--- src/rtl/mmu_pkg.sv ---
// Shared types and constants for the MMU input-FIFO read controller.
// The stall counter (MMU_FIFO_RD_STALL_CNT_EN) uses the width and saturating helper below.
package mmu_pkg;

  typedef enum logic [1:0] {
    ST_IDLE  = 2'd0,
    ST_RUN   = 2'd1,
    ST_DRAIN = 2'd2
  } mmu_rd_state_t;

  localparam int DEF_DATA_WIDTH  = 32;
  localparam int DEF_LEN_WIDTH   = 8;
  localparam int STALL_CNT_WIDTH = 16;

  localparam logic [STALL_CNT_WIDTH-1:0] STALL_CNT_MAX = 16'hFFFF;

  function automatic logic [STALL_CNT_WIDTH-1:0] stall_sat_inc(
    input logic [STALL_CNT_WIDTH-1:0] value
  );
    logic [STALL_CNT_WIDTH-1:0] result_s;
    if (value == STALL_CNT_MAX) begin
      result_s = value;
    end else begin
      result_s = value + 16'd1;
    end
    return result_s;
  endfunction

endpackage

--- src/rtl/mmu_out_stage.sv ---
// Single-entry registered valid/ready output stage: a load wins over a drain so a
// same-cycle handshake and refill keeps valid high for 1 word/clk throughput.
module mmu_out_stage
  import mmu_pkg::*;
#(
  parameter int DATA_WIDTH = DEF_DATA_WIDTH
) (
  input  logic                  clk,
  input  logic                  rst_n,
  input  logic                  load,
  input  logic [DATA_WIDTH-1:0] load_data,
  input  logic                  load_last,
  input  logic                  ready,
  output logic                  valid,
  output logic [DATA_WIDTH-1:0] data,
  output logic                  last
);

  logic                  valid_r;
  logic [DATA_WIDTH-1:0] data_r;
  logic                  last_r;

  // Output register: load on pop, clear on an accepted word, otherwise hold.
  always_ff @(posedge clk or negedge rst_n) begin
    if (!rst_n) begin
      valid_r <= 1'b0;
      data_r  <= {DATA_WIDTH{1'b0}};
      last_r  <= 1'b0;
    end else if (load) begin
      valid_r <= 1'b1;
      data_r  <= load_data;
      last_r  <= load_last;
    end else if (valid_r && ready) begin
      valid_r <= 1'b0;
      last_r  <= 1'b0;
    end
  end

  assign valid = valid_r;
  assign data  = data_r;
  assign last  = last_r;

endmodule

--- src/rtl/mmu_fifo_reader.sv ---
// Drains a commanded number of words from a FWFT FIFO into a valid/ready stream with last.
// Optional stall-cycle counter port stall_cnt_o when MMU_FIFO_RD_STALL_CNT_EN is defined.
module mmu_fifo_reader
  import mmu_pkg::*;
#(
  parameter int DATA_WIDTH = DEF_DATA_WIDTH,
  parameter int LEN_WIDTH  = DEF_LEN_WIDTH
) (
  input  logic                  clk,
  input  logic                  rst_n,
  input  logic                  start_i,
  input  logic [LEN_WIDTH-1:0]  len_i,
  output logic                  busy_o,
  output logic                  done_o,
  input  logic                  fifo_empty_i,
  input  logic [DATA_WIDTH-1:0] fifo_rdata_i,
  output logic                  fifo_rden_o,
  output logic                  out_valid_o,
  input  logic                  out_ready_i,
  output logic [DATA_WIDTH-1:0] out_data_o,
  output logic                  out_last_o
`ifdef MMU_FIFO_RD_STALL_CNT_EN
  ,
  output logic [STALL_CNT_WIDTH-1:0] stall_cnt_o
`endif
);

  localparam logic [LEN_WIDTH-1:0] LEN_ZERO = LEN_WIDTH'(0);
  localparam logic [LEN_WIDTH-1:0] LEN_ONE  = LEN_WIDTH'(1);

  mmu_rd_state_t        state_r;
  mmu_rd_state_t        state_s;
  logic [LEN_WIDTH-1:0] remaining_r;
  logic [LEN_WIDTH-1:0] remaining_s;
  logic                 busy_r;
  logic                 done_r;
  logic                 done_s;
  logic                 pop_s;
  logic                 hs_s;
  logic                 last_pop_s;
  logic                 out_valid_s;
  logic                 out_last_s;

  // Pop only when a word is owed, one is available, and the output slot frees this cycle.
  always_comb begin
    pop_s      = 1'b0;
    hs_s       = out_valid_s && out_ready_i;
    last_pop_s = (remaining_r == LEN_ONE);
    if ((state_r == ST_RUN) && (remaining_r != LEN_ZERO) && !fifo_empty_i &&
        (!out_valid_s || out_ready_i)) begin
      pop_s = 1'b1;
    end else begin
      pop_s = 1'b0;
    end
  end

  // Next-state and done logic.
  always_comb begin
    state_s     = state_r;
    remaining_s = remaining_r;
    done_s      = 1'b0;
    case (state_r)
      ST_IDLE: begin
        if (start_i) begin
          if (len_i != LEN_ZERO) begin
            state_s     = ST_RUN;
            remaining_s = len_i;
          end else begin
            done_s = 1'b1;
          end
        end else begin
          state_s = ST_IDLE;
        end
      end
      ST_RUN: begin
        if (pop_s) begin
          remaining_s = remaining_r - LEN_ONE;
          if (last_pop_s) begin
            state_s = ST_DRAIN;
          end else begin
            state_s = ST_RUN;
          end
        end else begin
          remaining_s = remaining_r;
        end
      end
      ST_DRAIN: begin
        if (hs_s && out_last_s) begin
          state_s = ST_IDLE;
          done_s  = 1'b1;
        end else begin
          state_s = ST_DRAIN;
        end
      end
      default: begin
        state_s     = ST_IDLE;
        remaining_s = LEN_ZERO;
      end
    endcase
  end

  // FSM, burst counter and registered status outputs.
  always_ff @(posedge clk or negedge rst_n) begin
    if (!rst_n) begin
      state_r     <= ST_IDLE;
      remaining_r <= LEN_ZERO;
      busy_r      <= 1'b0;
      done_r      <= 1'b0;
    end else begin
      state_r     <= state_s;
      remaining_r <= remaining_s;
      busy_r      <= (state_s != ST_IDLE);
      done_r      <= done_s;
    end
  end

  mmu_out_stage #(
    .DATA_WIDTH(DATA_WIDTH)
  ) u_out_stage (
    .clk      (clk),
    .rst_n    (rst_n),
    .load     (pop_s),
    .load_data(fifo_rdata_i),
    .load_last(last_pop_s),
    .ready    (out_ready_i),
    .valid    (out_valid_s),
    .data     (out_data_o),
    .last     (out_last_s)
  );

`ifdef MMU_FIFO_RD_STALL_CNT_EN
  logic [STALL_CNT_WIDTH-1:0] stall_cnt_r;

  // Saturating count of RUN cycles starved by an empty FIFO; cleared by an accepted start.
  always_ff @(posedge clk or negedge rst_n) begin
    if (!rst_n) begin
      stall_cnt_r <= {STALL_CNT_WIDTH{1'b0}};
    end else if ((state_r == ST_IDLE) && start_i) begin
      stall_cnt_r <= {STALL_CNT_WIDTH{1'b0}};
    end else if ((state_r == ST_RUN) && (remaining_r != LEN_ZERO) && fifo_empty_i) begin
      stall_cnt_r <= stall_sat_inc(stall_cnt_r);
    end
  end

  assign stall_cnt_o = stall_cnt_r;
`endif

  assign fifo_rden_o = pop_s;
  assign out_valid_o = out_valid_s;
  assign out_last_o  = out_last_s;
  assign busy_o      = busy_r;
  assign done_o      = done_r;

endmodule
--- config.mk ---
export PLATFORM = sky130hd
export DESIGN_NAME = mmu_fifo_reader
export DESIGN_NICKNAME = d
export VERILOG_FILES = /design/src/rtl/mmu_pkg.sv /design/src/rtl/mmu_out_stage.sv /design/src/rtl/mmu_fifo_reader.sv
export SDC_FILE = /design/constraint.sdc
export NUM_CORES = 1
export LEC_CHECK = 0
export BUFFER_PORTS_ARGS = -buffer_cell sky130_fd_sc_hd__buf_2
export CAP_MARGIN = 20
export CORE_ASPECT_RATIO = 1.1
export CORE_MARGIN = 8
export CORE_UTILIZATION = 44
export CTS_BUF_LIST = sky130_fd_sc_hd__clkbuf_8 sky130_fd_sc_hd__clkbuf_16
export DETAILED_ROUTE_END_ITERATION = 7
export GPL_TIMING_DRIVEN = 0
export PLACE_DENSITY = 0.72
export REMOVE_ABC_BUFFERS = 1
export SETUP_SLACK_MARGIN = 0.05
export SLEW_MARGIN = 20
export SYNTH_ARGS = -nofsm -noshare
export SYNTH_HDL_FRONTEND = slang
export SYNTH_SLANG_ARGS = --single-unit
--- constraint.sdc ---
create_clock -name clk -period 1.9 [get_ports clk]
set_clock_uncertainty 0.15 [all_clocks]
set_input_delay 0.38 -clock clk [delete_from_list [all_inputs] [get_ports clk]]
set_output_delay 0.38 -clock clk [all_outputs]
set_load 0.1 [all_outputs]
* Word-level counts from Yosys, hierarchy flattened
Index checks and enable logic that the tools add are counted.
** Cells by class
- Muxes and demuxes :: 18
- Shift-type cells :: 0
- Bitwise operators :: 1
- $mul :: 0
- Reduce and logical (&&, ||, !) cells :: 14
- Add/subtract/negate cells :: 1
- Order comparisons :: 0
- Equality and inequality tests :: 6
- Div/mod/pow operators :: 0
** Operators by type and width (number)
- 8-bit 2-to-1 mux :: 3
- 8-bit one-hot mux with 3 select lines :: 1
- 8-bit nonzero test :: 2
- 2-bit 2-to-1 mux :: 5
- 8-bit by 1-bit == test with 1-bit output, second input constant :: 1
- 8-bit by 1-bit subtractor with 8-bit output, second input constant :: 1
- 1-bit 2-to-1 mux :: 7
- 2-bit != test, second input constant :: 3
- 2-bit one-hot mux with 3 select lines :: 1
- 1-bit logical AND :: 5
- 4-bit AND reduction :: 1
- 2-bit nonzero test :: 2
- 2-bit by 1-bit == test with 1-bit output, second input constant :: 1
- 2-bit == test, second input constant :: 1
- 1-bit zero test :: 2
- 2-bit zero test :: 1
- 1-bit one-hot mux with 2 select lines :: 1
- 1-bit logical OR :: 1
- 1-bit inverter :: 1
** Storage, ports and cells
- Memories :: 0
- Bits in registers :: 46
- Bits in latches :: 0
- Bits in read-only memories :: 0
- RAM bits :: 0

* Depth between registers and ports, before layout
Gate-level depths: netlist of run 1.
- Depth in word-level cells :: 8
- Mapped depth :: 7
- Mapped depth without buffers :: 6

* By module
A second synthesis of run 1 with hierarchy kept.
** Unflattened totals
- Cells, all modules :: 175
- Area, all modules :: 2282.2 sq um
** By module, submodules not included
- mmu_out_stage :: sequential area each 850.8 sq um, instances 1, cells each 75, area an instance 1408.9 sq um
- mmu_fifo_reader :: sequential area each 300.3 sq um, instances 1, cells each 100, area an instance 873.3 sq um

* Worst setup path before layout of run 1
Ideal clock, no wire load.
- Path type :: register -> output
- Start :: reg u_out_stage.valid_r (netlist: u_out_stage.valid)
- End :: out fifo_rden_o
- Stages on the path, launching flop included :: 6
- Arrival time :: 2154 ps
- Buffers on the path :: 1
- Path slack :: -784 ps
- Required time :: 1370 ps
- Cell sequence :: dfrtp_1 -> nor2b_1 -> nor2_4 -> nand3_4 -> buf_4 -> inv_1
** On the way
- Word-level cells in the longest chain between the ends :: 4
** Ends and longest elaborated chain
- from (decl) :: line mmu_out_stage.sv:19 : logic valid_r;
- from (signal assigned) :: line mmu_out_stage.sv:26 : valid_r <= 1'b0;
- from (signal assigned) :: line mmu_out_stage.sv:30 : valid_r <= 1'b1;
- from (signal assigned) :: line mmu_out_stage.sv:34 : valid_r <= 1'b0;
- 1-bit zero test :: line mmu_fifo_reader.sv:50 : (!out_valid_s || out_ready_i)) begin
- 1-bit logical OR :: line mmu_fifo_reader.sv:50
- 1-bit logical AND :: line mmu_fifo_reader.sv:49 : if ((state_r == ST_RUN) && (remaining_r != LEN_ZERO) && !fifo_empty_i &&
- 1-bit 2-to-1 mux :: line mmu_fifo_reader.sv:49
- to (decl) :: line mmu_fifo_reader.sv:17 : output logic fifo_rden_o,
No other way between the ends.

* Worst setup path in the final report of run 1
Same ends and word-level chain as after synthesis.

==> results of run 1 <==
==> per-stage QoR <==
step | total power, mW | cell area, um^2
after floorplan | 2.76 | 2090
after global placement | 3.08 | 2570
after detailed placement | 3.11 | 2570
after CTS | 3.94 | 2860
after global routing | 4.17 | 2930
final | 4.01 | 2930
==> timing repair <==
action                     4_1_cts  5_1_grt
setup endpoints to repair       39       41
resized for setup               19        9
setup buffers                   13        3
cloned                           1        0
pin swaps                        5        4
hold buffers                     0        1
hold endpoints to repair         0       46
==> where the power goes <==
| group | switching, mW | internal (mW) |
|---|---|---|
| registers | 0.151 | 1.18 |
| logic | 1.43 | 0.523 |
| clock network | 0.301 | 0.421 |
==> sequential cells by signal, indices dropped and copies added, names as in the netlist <==
register           flops
u_out_stage.data      32
u_out_stage.valid      1
state_r                2
remaining_r            8
busy_o                 1
u_out_stage.last       1
done_o                 1
==> cell families after synthesis <==
kind of cell / synth area share [%]
muxes: 18.4
buffers and inverters: 2.23
DFF: 54.0
and+or+nand+nor: 13.7
adders and majority gates: 1.76
AOI/OAI and AO/OA: 9.92
==> synthesized netlist by cell type (all sizes together) <==
cell type,n
dfrtp,46
mux2,33
nor4,3
nor2b,2
nand4,3
and3,2
a22oi,1
a32o,2
inv,3
nand2,12
ha,3
a2bb2oi,2
a21o,2
a21oi,4
nor2,17
mux2i,2
buf,6
nor3,2
a221o,2
o211ai,1
nand3,2
o31ai,1
and2b,1
and2,1
a31oi,3
o311ai,1
a41oi,3
o21ai,7
a21boi,1
nand2b,6
==> worst min path at each step <==
stage,to,cells after the start,slack [ns],from
floorplan,busy_o,0,-0.07,rst_n
global placement,u_out_stage.data[21],1,0.33,u_out_stage.data[21]
detailed placement,u_out_stage.data[31],1,0.34,u_out_stage.data[31]
CTS,u_out_stage.data[27],1,0.14,rst_n
global route,u_out_stage.data[21],2,0.16,fifo_rdata_i[21]
finish,u_out_stage.data[30],2,0.17,fifo_rdata_i[30]
==> cell type report <==
cell class,count,share of cell area [%]
clock buffer,6,2.82
clock inverter,1,1.02
inverter,3,0.469
multi-input combinational,120,34.6
sequential,46,39.4
tap,56,2.39
timing repair buffer,98,19.3
==> layer usage <==
metal,global-route usage [%],up-vias
met3,4.33,14
li1,-,839
met1,19.2,878
met2,23.7,105
met4,4.15,0
met5,0,-
==> metrics.md, run 1 <==
| Metric | Value |
|---|---|
| Outcome | `finished with violations` |
| Violated checks | `negative setup slack` |
| Die Y | `89.0 um` |
| Clock-pin slew on the worst setup and hold paths | `0.08 ns` |
| Startpoint Class | `flop` |
| Core ar. | `4650 um^2` |
| Die W | `82.4 um` |
| Top layer reached by signal wires | `met4` |
| Drt first pass iters | `4` |
| Worst setup path start | `u_out_stage.valid` |
| Share of cells above drive strength 1 | `58.4%` |
| Synth warn | `0` |
| Cell count of the worst reg-to-reg path | `5` |
| Synthesis-stage register bit count | `46` |
| Max Freq | `516 MHz` |
| Synth Area per Inst | `12.2 um^2` |
| Capture point of the worst reg-to-reg path | `remaining_r[7]` |
| Post-DP HPWL | `3690 um` |
| Detail Route Antenna Nets | `0` |
| Final Wtd Congestion | `0.894` |
| Via Count | `1,836` |
| Post-route insts no fill | `330` |
| GRT Overall Usage | `14.9%` |
| Crit path arrival time | `1.41 ns` |
| Routed WL per cell | `between 15 and 20 um` |
| Top delay family on crit path | `simple AND/OR/NAND/NOR gates` |
| Wire length of the first global-routing pass | `8580 um` |
| Largest cells by area after synthesis | `dfrtp_1 (54%), mux2_2 (17%), nor2_1 (2.3%)` |
| Residual DRC | `0` |
| Slowest cell on the critical path | `dfrtp_1` |
| Clock tree from TritonCTS | `done` |
| Grt total ovfl | `0` |
| Yosys top cell by area | `dfrtp_1` |
| Root Buffer | `clkbuf_8` |
| Slew Viols, Final | `0` |
| Reg2Reg Setup Slack | `around 0.010 ns` |
| Reg area | `1160 um^2` |
| Num rows | `26` |
| H-Tree Depth | `2` |
| CP Buf/Inv Count | `2` |
| Initial Utilization | `45.8%` |
| Number of global-route vias before repair | `1,822` |
| VDD IR-drop max | `0.000665 V` |
| Stages on the worst setup path | `5` |
| Pre-CTS setup slack | `-0.666 ns` |
| Clk buf depth | `2` |
| Area taken by multi-input logic gates | `1010 um^2` |
| Nets | `322` |
| Num CTS Buffers | `5` |
| Layout area overhead | `37.6%` |
| DRT iter0 DRCs | `76` |
| R2r startpoint | `remaining_r[1]` |
| RSZ-0062 raised after global routing | `true` |
| Power Dens Cells | `1370 nW/um^2` |
| Fillers | `383` |
| Worst path cell trace | `nor2b_4, nor2_4, nand3_4, inv_4, buf_12` |
| Final hold violations | `0` |
| Critical Path Sink | `fifo_rden_o` |
| Worst hold margin | `0.170 ns` |
| Leak | `1.40 nW` |
| Final WS setup | `-0.0383 ns` |
| DRT met1 WL | `2280 um` |
| Utilization after layout | `63.0%` |
| Placed cells | `305` |
| Vias per cell | `5.56` |
| Critical path fanouts, max | `4` |
| Post-synthesis sequential area ratio | `approximately 54%` |
| Routed wl met2 | `2580 um` |
| Gate Count Post-Synth | `174` |
| Netlist cell types | `37` |
| CP Class | `reg -> out` |
| Most common library cell in the layout ignoring fill and taps | `buf_2` |
| Ant diodes | `0` |
| Critical path's largest stage delay | `0.38 ns` |
| Final wirelength | `5620 um` |
| Top-area cell type share of the netlist area | `54.0%` |
| Normalized max-slew margin | `61.8%` |
| CTS Sinks | `46` |
| Clk Latency, worst-skew pair | `0.29 ns` |
| Max Cap Viol | `0` |
| Largest net degree at the start of global routing | `47` |
| Final Setup Violations | `1` |
| I/O Buffers | `81` |
| Final period util | `102%` |
| Min-Delay Path Class | `in -> reg` |
| Die Area | `7330 um^2` |
| Setup Total Neg Slack | `-0.0383 ns` |
| Setup crit end kind | `output port` |
| Worst path required time | `around 1.4 ns` |
| I/O Pins | `82` |
| Routed length on met3 | `669 um` |
| Worst slew pin tran | `0.573 ns` |
| Most frequent cells in the layout | `buf_2 (79), dfrtp_1 (42), mux2_2 (31), buf_4 (16), nor2_1 (12)` |
| Initial antenna violation count | `0` |
| Min cycle time layout | `slightly below 2 ns` |
| Synth Cell Area | `2130 um^2` |
Note: power is estimated with default switching activity, not from simulation.
==> run 2, diff against run 1 <==
BUFFER_PORTS_ARGS = unset   (was -buffer_cell sky130_fd_sc_hd__buf_2)
CORE_UTILIZATION = 56   (was 44)
DONT_BUFFER_PORTS = 1   (was unset)
PLACE_DENSITY = 0.7   (was 0.72)
clock period = 1.6 ns   (was 1.9 ns; I/O delays follow)
==> metrics.md, run 2 (synthesis results as in run 1) <==
| Metric | Value |
|---|---|
| Outcome | `finished with violations` |
| Violated checks | `negative hold slack, negative setup slack` |
| Final Setup Violations | `44 (+43)` |
| GRT Overall Usage | `18.1% (+3.2 points)` |
| Final wirelength | `5500 um (-2.2%)` |
| Routed WL per cell | `22.4 um (+31%)` |
| Crit path arrival time | `1.73 ns (+0.32 ns)` |
| Area taken by multi-input logic gates | `1050 um^2 (+3.6%)` |
| H-Tree Depth | `2 (unchanged)` |
| Cell count of the worst reg-to-reg path | `8 (+3)` |
| Final period util | `137%` |
| Number of global-route vias before repair | `1,608 (-12%)` |
| Max FFs per register | `32 (unchanged)` |
| Worst slew pin tran | `0.526 ns (-0.0471 ns)` |
| Clock-pin slew on the worst setup and hold paths | `0.08 ns (about the same)` |
| CTS Sinks | `46 (unchanged)` |
| Final WS setup | `-0.599 ns (-0.561 ns)` |
| Startpoint Class | `flop` |
| Post-DP HPWL | `3550 um (-3.8%)` |
| Residual DRC | `0 (unchanged)` |
| Slowest cell on the critical path | `dfrtp_2` |
| Final hold violations | `46 (+46)` |
| Worst path required time | `1.13 ns (-0.24 ns)` |
| Num rows | `23 (-12%)` |
| DRT iter0 DRCs | `85 (+12%)` |
| Die Y | `80.7 um (-9.3%)` |
| Leak | `1.08 nW (-23%)` |
| RSZ-0062 raised after global routing | `true` |
| Nets | `243 (-25%)` |
| Top delay family on crit path | `buffers and inverters` |
| Normalized max-slew margin | `64.9% (+3.1 points)` |
| Detail Route Antenna Nets | `0 (unchanged)` |
| Wire length of the first global-routing pass | `8270 um (-3.6%)` |
| Worst hold margin | `-0.439 ns (-0.609 ns)` |
| Most frequent cells in the layout | `dfrtp_2 (38), mux2_2 (28), nor2_1 (13), buf_4 (12), nand2_1 (11)` |
| Largest net degree at the start of global routing | `47 (unchanged)` |
| Layout area overhead | `22.5%` |
| Capture point of the worst reg-to-reg path | `u_out_stage.data[3]` |
| Final Instance Area | `2610 um^2 (-11%)` |
| Min-Delay Path Class | `in -> async` |
| Critical path fanouts, max | `6 (+2)` |
| Max Cap Viol | `0 (unchanged)` |
| Via Count | `1,496 (-19%)` |
| Worst path cell trace | `inv_1, ha_2, nand4_4, nand3_4, clkinvlp_4` |
| Clk buf depth | `2 (unchanged)` |
| Share of cells above drive strength 1 | `60.2% (+1.8 points)` |
| Max Freq | `455 MHz` |
| Vias per cell | `6.08 (+9.3%)` |
| Clk Latency, worst-skew pair | `0.29 ns (about the same)` |
| Initial Utilization | `58.3% (+12 points)` |
| Critical path's largest stage delay | `0.46 ns (+0.08 ns)` |
| I/O Buffers | `0 (-100%)` |
| Fillers | `255 (-33%)` |
| DP Area | `2160 um^2 (-16%)` |
| Clock tree from TritonCTS | `done` |
| R2r startpoint | `u_out_stage.valid` |
| CP Class | `reg -> out` |
| Root Buffer | `clkbuf_8` |
| Power Dens Cells | `1700 nW/um^2 (+24%)` |
| Slew Viols, Final | `0 (unchanged)` |
| Most common library cell in the layout ignoring fill and taps | `dfrtp_2` |
| Reg2Reg Setup Slack | `-0.57 ns (-0.58 ns)` |
| Die W | `74.8 um (-9.1%)` |
| Pre-CTS setup slack | `-1.40 ns (-0.737 ns)` |
| Setup crit end kind | `output port` |
| VDD IR-drop max | `0.000880 V (+32%)` |
| Die Area | `6040 um^2 (-18%)` |
| Utilization after layout | `71.4% (+8.4 points)` |
| Min cycle time layout | `2.20 ns` |
| CP Buf/Inv Count | `2 (unchanged)` |
| Reg area | `1200 um^2 (+4.0%)` |
| Num CTS Buffers | `5 (unchanged)` |
| Grt total ovfl | `0 (unchanged)` |
| Core ar. | `3650 um^2 (-21%)` |
| Ant diodes | `0 (unchanged)` |
| Initial antenna violation count | `0 (unchanged)` |
| I/O Pins | `82 (unchanged)` |
| Final Wtd Congestion | `0.825 (-7.7%)` |
| Drt first pass iters | `4 (unchanged)` |
-- run 2: changes by cell type in the layout (fill, tap and decap cells not counted), sizes merged, moves of 2 or more --
cell,before,now
buf,97,15
clkinv,0,2
nand3,3,5
clkinvlp,0,2
-- run 2: power by group --
group          total (mW)  leakage, nW  internal (mW)  switching (mW)
logic               0.947        0.533          0.510           0.437
registers            2.80        0.500           1.41            1.39
clock network       0.685       0.0441          0.307           0.378
-- run 2: how the worst max path moves through the flow --
| stage | from | end | depth (start not counted) |
|---|---|---|---|
| 2_1_floorplan | u_out_stage.valid | fifo_rden_o | 4 |
| 3_3_place_gp | u_out_stage.valid | fifo_rden_o | 4 |
| 3_5_place_dp | u_out_stage.valid | fifo_rden_o | 4 |
| 4_1_cts | u_out_stage.valid | fifo_rden_o | 4 |
| 5_1_grt | u_out_stage.valid | u_out_stage.data[31] | 8 |
| 6_report | remaining_r[0] | fifo_rden_o | 5 |
-- run 2: area by class of cell --
class	instances	area share, %
Clock buffer	5	2.64
Inverter	3	0.575
Timing Repair Buffer	17	7.28
Clock inverter	3	0.815
Tap cell	50	2.40
Sequential cell	46	46.0
Multi-Input combinational cell	122	40.2
-- run 2: timing repair --
action	in CTS	in global routing
cloned	4	1
endpoints found under the setup margin	83	45
hold endpoints to repair	46	46
gates resized for setup	62	9
pin swaps	5	4
setup buffers	10	6
-- run 2: per-stage QoR --
step           cells  TNS, ns  total power [mW]
2_1_floorplan    168   -28.49              3.27
5_1_grt          246   -21.04              4.62
3_5_place_dp     218   -37.20              3.47
6_report         246   -18.81              4.43
3_3_place_gp     218   -35.69              3.44
4_1_cts          240   -19.12              4.33
-- run 2: routing by layer --
| layer | vias up | GRT usage [%] | wire length [um] |
|---|---|---|---|
| met1 | 747 | 19.7 | 1980 |
| li1 | 676 | - | - |
| met2 | 69 | 31.4 | 2890 |
| met3 | 4 | 6.85 | 593 |
| met5 | - | 0 | 0 |
| met4 | 0 | 5.69 | 34 |
==> run 3, diff against run 2 <==
REMOVE_ABC_BUFFERS = unset   (was 1)
==> metrics.md, run 3 (synthesis results as in run 1) <==
| Metric | Value |
|---|---|
| Outcome | `finished with violations` |
| Violated checks | `negative hold slack, negative setup slack` |
| Clock tree from TritonCTS | `done` |
| Worst path required time | `1.13 ns (about the same)` |
| Max Cap Viol | `0 (unchanged)` |
| DP Area | `2220 um^2 (+2.9%)` |
| Placed cells | `224 (+2.8%)` |
| Routed WL per cell | `20.3 um (-9.4%)` |
| CP Class | `reg -> out` |
| Critical path's largest stage delay | `0.64 ns (+0.18 ns)` |
| Residual DRC | `0 (unchanged)` |
| Grt total ovfl | `0 (unchanged)` |
| Detail Route Antenna Nets | `0 (unchanged)` |
| Root Buffer | `clkbuf_8` |
| Min-Delay Path Class | `in -> async` |
| Final period util | `143% (+5.7 points)` |
| RSZ-0062 raised after global routing | `true` |
| H-Tree Depth | `2 (unchanged)` |
| CP Buf/Inv Count | `2 (unchanged)` |
| Min cycle time layout | `2.29 ns (+0.0919 ns)` |
| Layout area overhead | `15.7%` |
| I/O Buffers | `0 (unchanged)` |
| Tot Pwr | `4.31 mW (-2.7%)` |
| Clk buf depth | `2 (unchanged)` |
| GRT Overall Usage | `17.0% (-1.1 points)` |
| Num rows | `23 (unchanged)` |
| Post-route insts no fill | `242 (-1.6%)` |
| Core ar. | `3650 um^2 (unchanged)` |
| Max FFs per register | `32 (unchanged)` |
| Num CTS Buffers | `5 (unchanged)` |
| Drt first pass iters | `4 (unchanged)` |
| DRT iter0 DRCs | `73 (-14%)` |
| Worst slew pin tran | `0.519 ns (-0.00701 ns)` |
| R2r startpoint | `u_out_stage.valid` |
| Clock-pin slew on the worst setup and hold paths | `0.08 ns (about the same)` |
| Final wirelength | `4900 um (-11%)` |
| Fillers | `292 (+15%)` |
| Crit path arrival time | `1.82 ns (+0.09 ns)` |
| Top delay family on crit path | `flip-flops` |
| Nets | `239 (-1.6%)` |
| Number of global-route vias before repair | `1,541 (-4.2%)` |
| Most frequent cells in the layout | `dfrtp_2 (36), mux2_2 (33), nor2_1 (13), nand2_1 (11), buf_4 (10)` |
| Power Dens Cells | `1750 nW/um^2 (+3.0%)` |
| Critical path fanouts, max | `6 (unchanged)` |
| Pre-CTS setup slack | `-0.604 ns (+0.799 ns)` |
| Die W | `74.8 um (unchanged)` |
| Worst path cell trace | `nor2b_4, nor2_4, nand3_4, buf_8, clkinvlp_4` |
| I/O Pins | `82 (unchanged)` |
| Die Y | `80.7 um (unchanged)` |
| CTS Sinks | `46 (unchanged)` |
| Share of cells above drive strength 1 | `55.7% (-4.5 points)` |
| Post-DP HPWL | `3680 um (+3.8%)` |
| Slowest cell on the critical path | `dfrtp_4` |
| Normalized max-slew margin | `65.4% (+0.47 points)` |
| Leak | `1.00 nW (-7.0%)` |
| Initial Utilization | `58.3% (unchanged)` |
| Startpoint Class | `flop` |
| Mapped Nets | `222` |
| Setup crit end kind | `output port` |
| Final hold violations | `46 (unchanged)` |
| VDD IR-drop max | `0.00111 V (+26%)` |
| Die Area | `6040 um^2 (unchanged)` |
| Worst hold margin | `-0.438 ns (+0.000388 ns)` |
| Via Count | `1,468 (-1.9%)` |
| Worst setup path start | `u_out_stage.valid` |
| Slew Viols, Final | `0 (unchanged)` |
| Max Freq | `437 MHz (-4.0%)` |
| Final Wtd Congestion | `0.836 (+1.3%)` |
| Vias per cell | `6.07 (-0.25%)` |
| Ant diodes | `0 (unchanged)` |
| Final Instance Area | `2460 um^2 (-5.6%)` |
| Final WS setup | `-0.691 ns (-0.0919 ns)` |
| Final Setup Violations | `44 (unchanged)` |
| Initial antenna violation count | `0 (unchanged)` |
| Wire length of the first global-routing pass | `7720 um (-6.7%)` |
| Clk Latency, worst-skew pair | `0.29 ns (about the same)` |
| Most common library cell in the layout ignoring fill and taps | `dfrtp_2` |
| Largest net degree at the start of global routing | `47 (unchanged)` |
run 3: changes by cell type in the layout (fill, tap and decap cells not counted), moves of 2 or more:
cell	delta
dfrtp_1	+2
buf_4	-2
buf_2	+2
a2bb2oi_2	-2
mux2_2	+5
a2bb2oi_1	+2
mux2_4	-5
nand3_2	-2
dfrtp_2	-2
run 3: cell type report:
class	instances	area, um^2	area share (%)
clock inverter	2	8.76	0.355
tap	50	62.6	2.54
sequential	46	1200	48.7
clock buffer	6	82.6	3.35
inverter	3	15.0	0.609
timing repair buffer	10	75.1	3.05
buffer	6	52.6	2.13
multi-input combinational	119	968	39.3
run 3: stage by stage:
step                utilization [%]  TNS [ns]
global placement               60.7    -13.04
finish                         67.4    -14.35
detailed placement             60.7    -14.15
global route                   67.4    -16.72
CTS                            65.6    -15.78
floorplan                         -     -7.58
run 3: repair_timing:
item | in CTS | in global routing
resized for setup | 42 | 6
endpoints found under the setup margin | 80 | 45
gates cloned | 0 | 0
setup buffers | 4 | 7
pin swaps | 2 | 2
hold endpoints to repair | 46 | 46
run 3: final timing paths:
| path | end | slack (ns) | cells after the start |
|---|---|---|---|
| worst min-delay path | remaining_r[7] | -0.44 | 0 |
| min in group clk | remaining_r[0] | 0.02 | 1 |
| max in group asynchronous | u_out_stage.data[9] | 1.63 | 0 |
| worst max-delay path | fifo_rden_o | -0.69 | 5 |
| worst max register to register | remaining_r[0] | -0.43 | 6 |
| worst min register to register | remaining_r[7] | 0.41 | 1 |
run 3: power breakdown:
part | internal [mW] | total (mW) | switching [mW]
Combinational | 0.434 | 0.825 | 0.391
Clock | 0.342 | 0.700 | 0.358
Sequential | 1.41 | 2.79 | 1.38
run 3: per-layer routing:
metal | track usage (%) | up-vias | wire length, um | share of wire, %
met5 | 0 | - | 0 | 0
met4 | 6.67 | 0 | 67 | 1.4
met3 | 8.09 | 6 | 551 | 11
met2 | 27.8 | 66 | 2500 | 51
met1 | 18.5 | 732 | 1780 | 36
li1 | - | 664 | - | -
run 3: worst register-to-register path: stages, from the launching register on:
cell     delay, ns
dfrtp_4       0.64
nor2b_4       0.20
nor2_4        0.12
buf_4         0.19
nand2_4       0.09
a21o_1        0.20
a221o_1       0.33
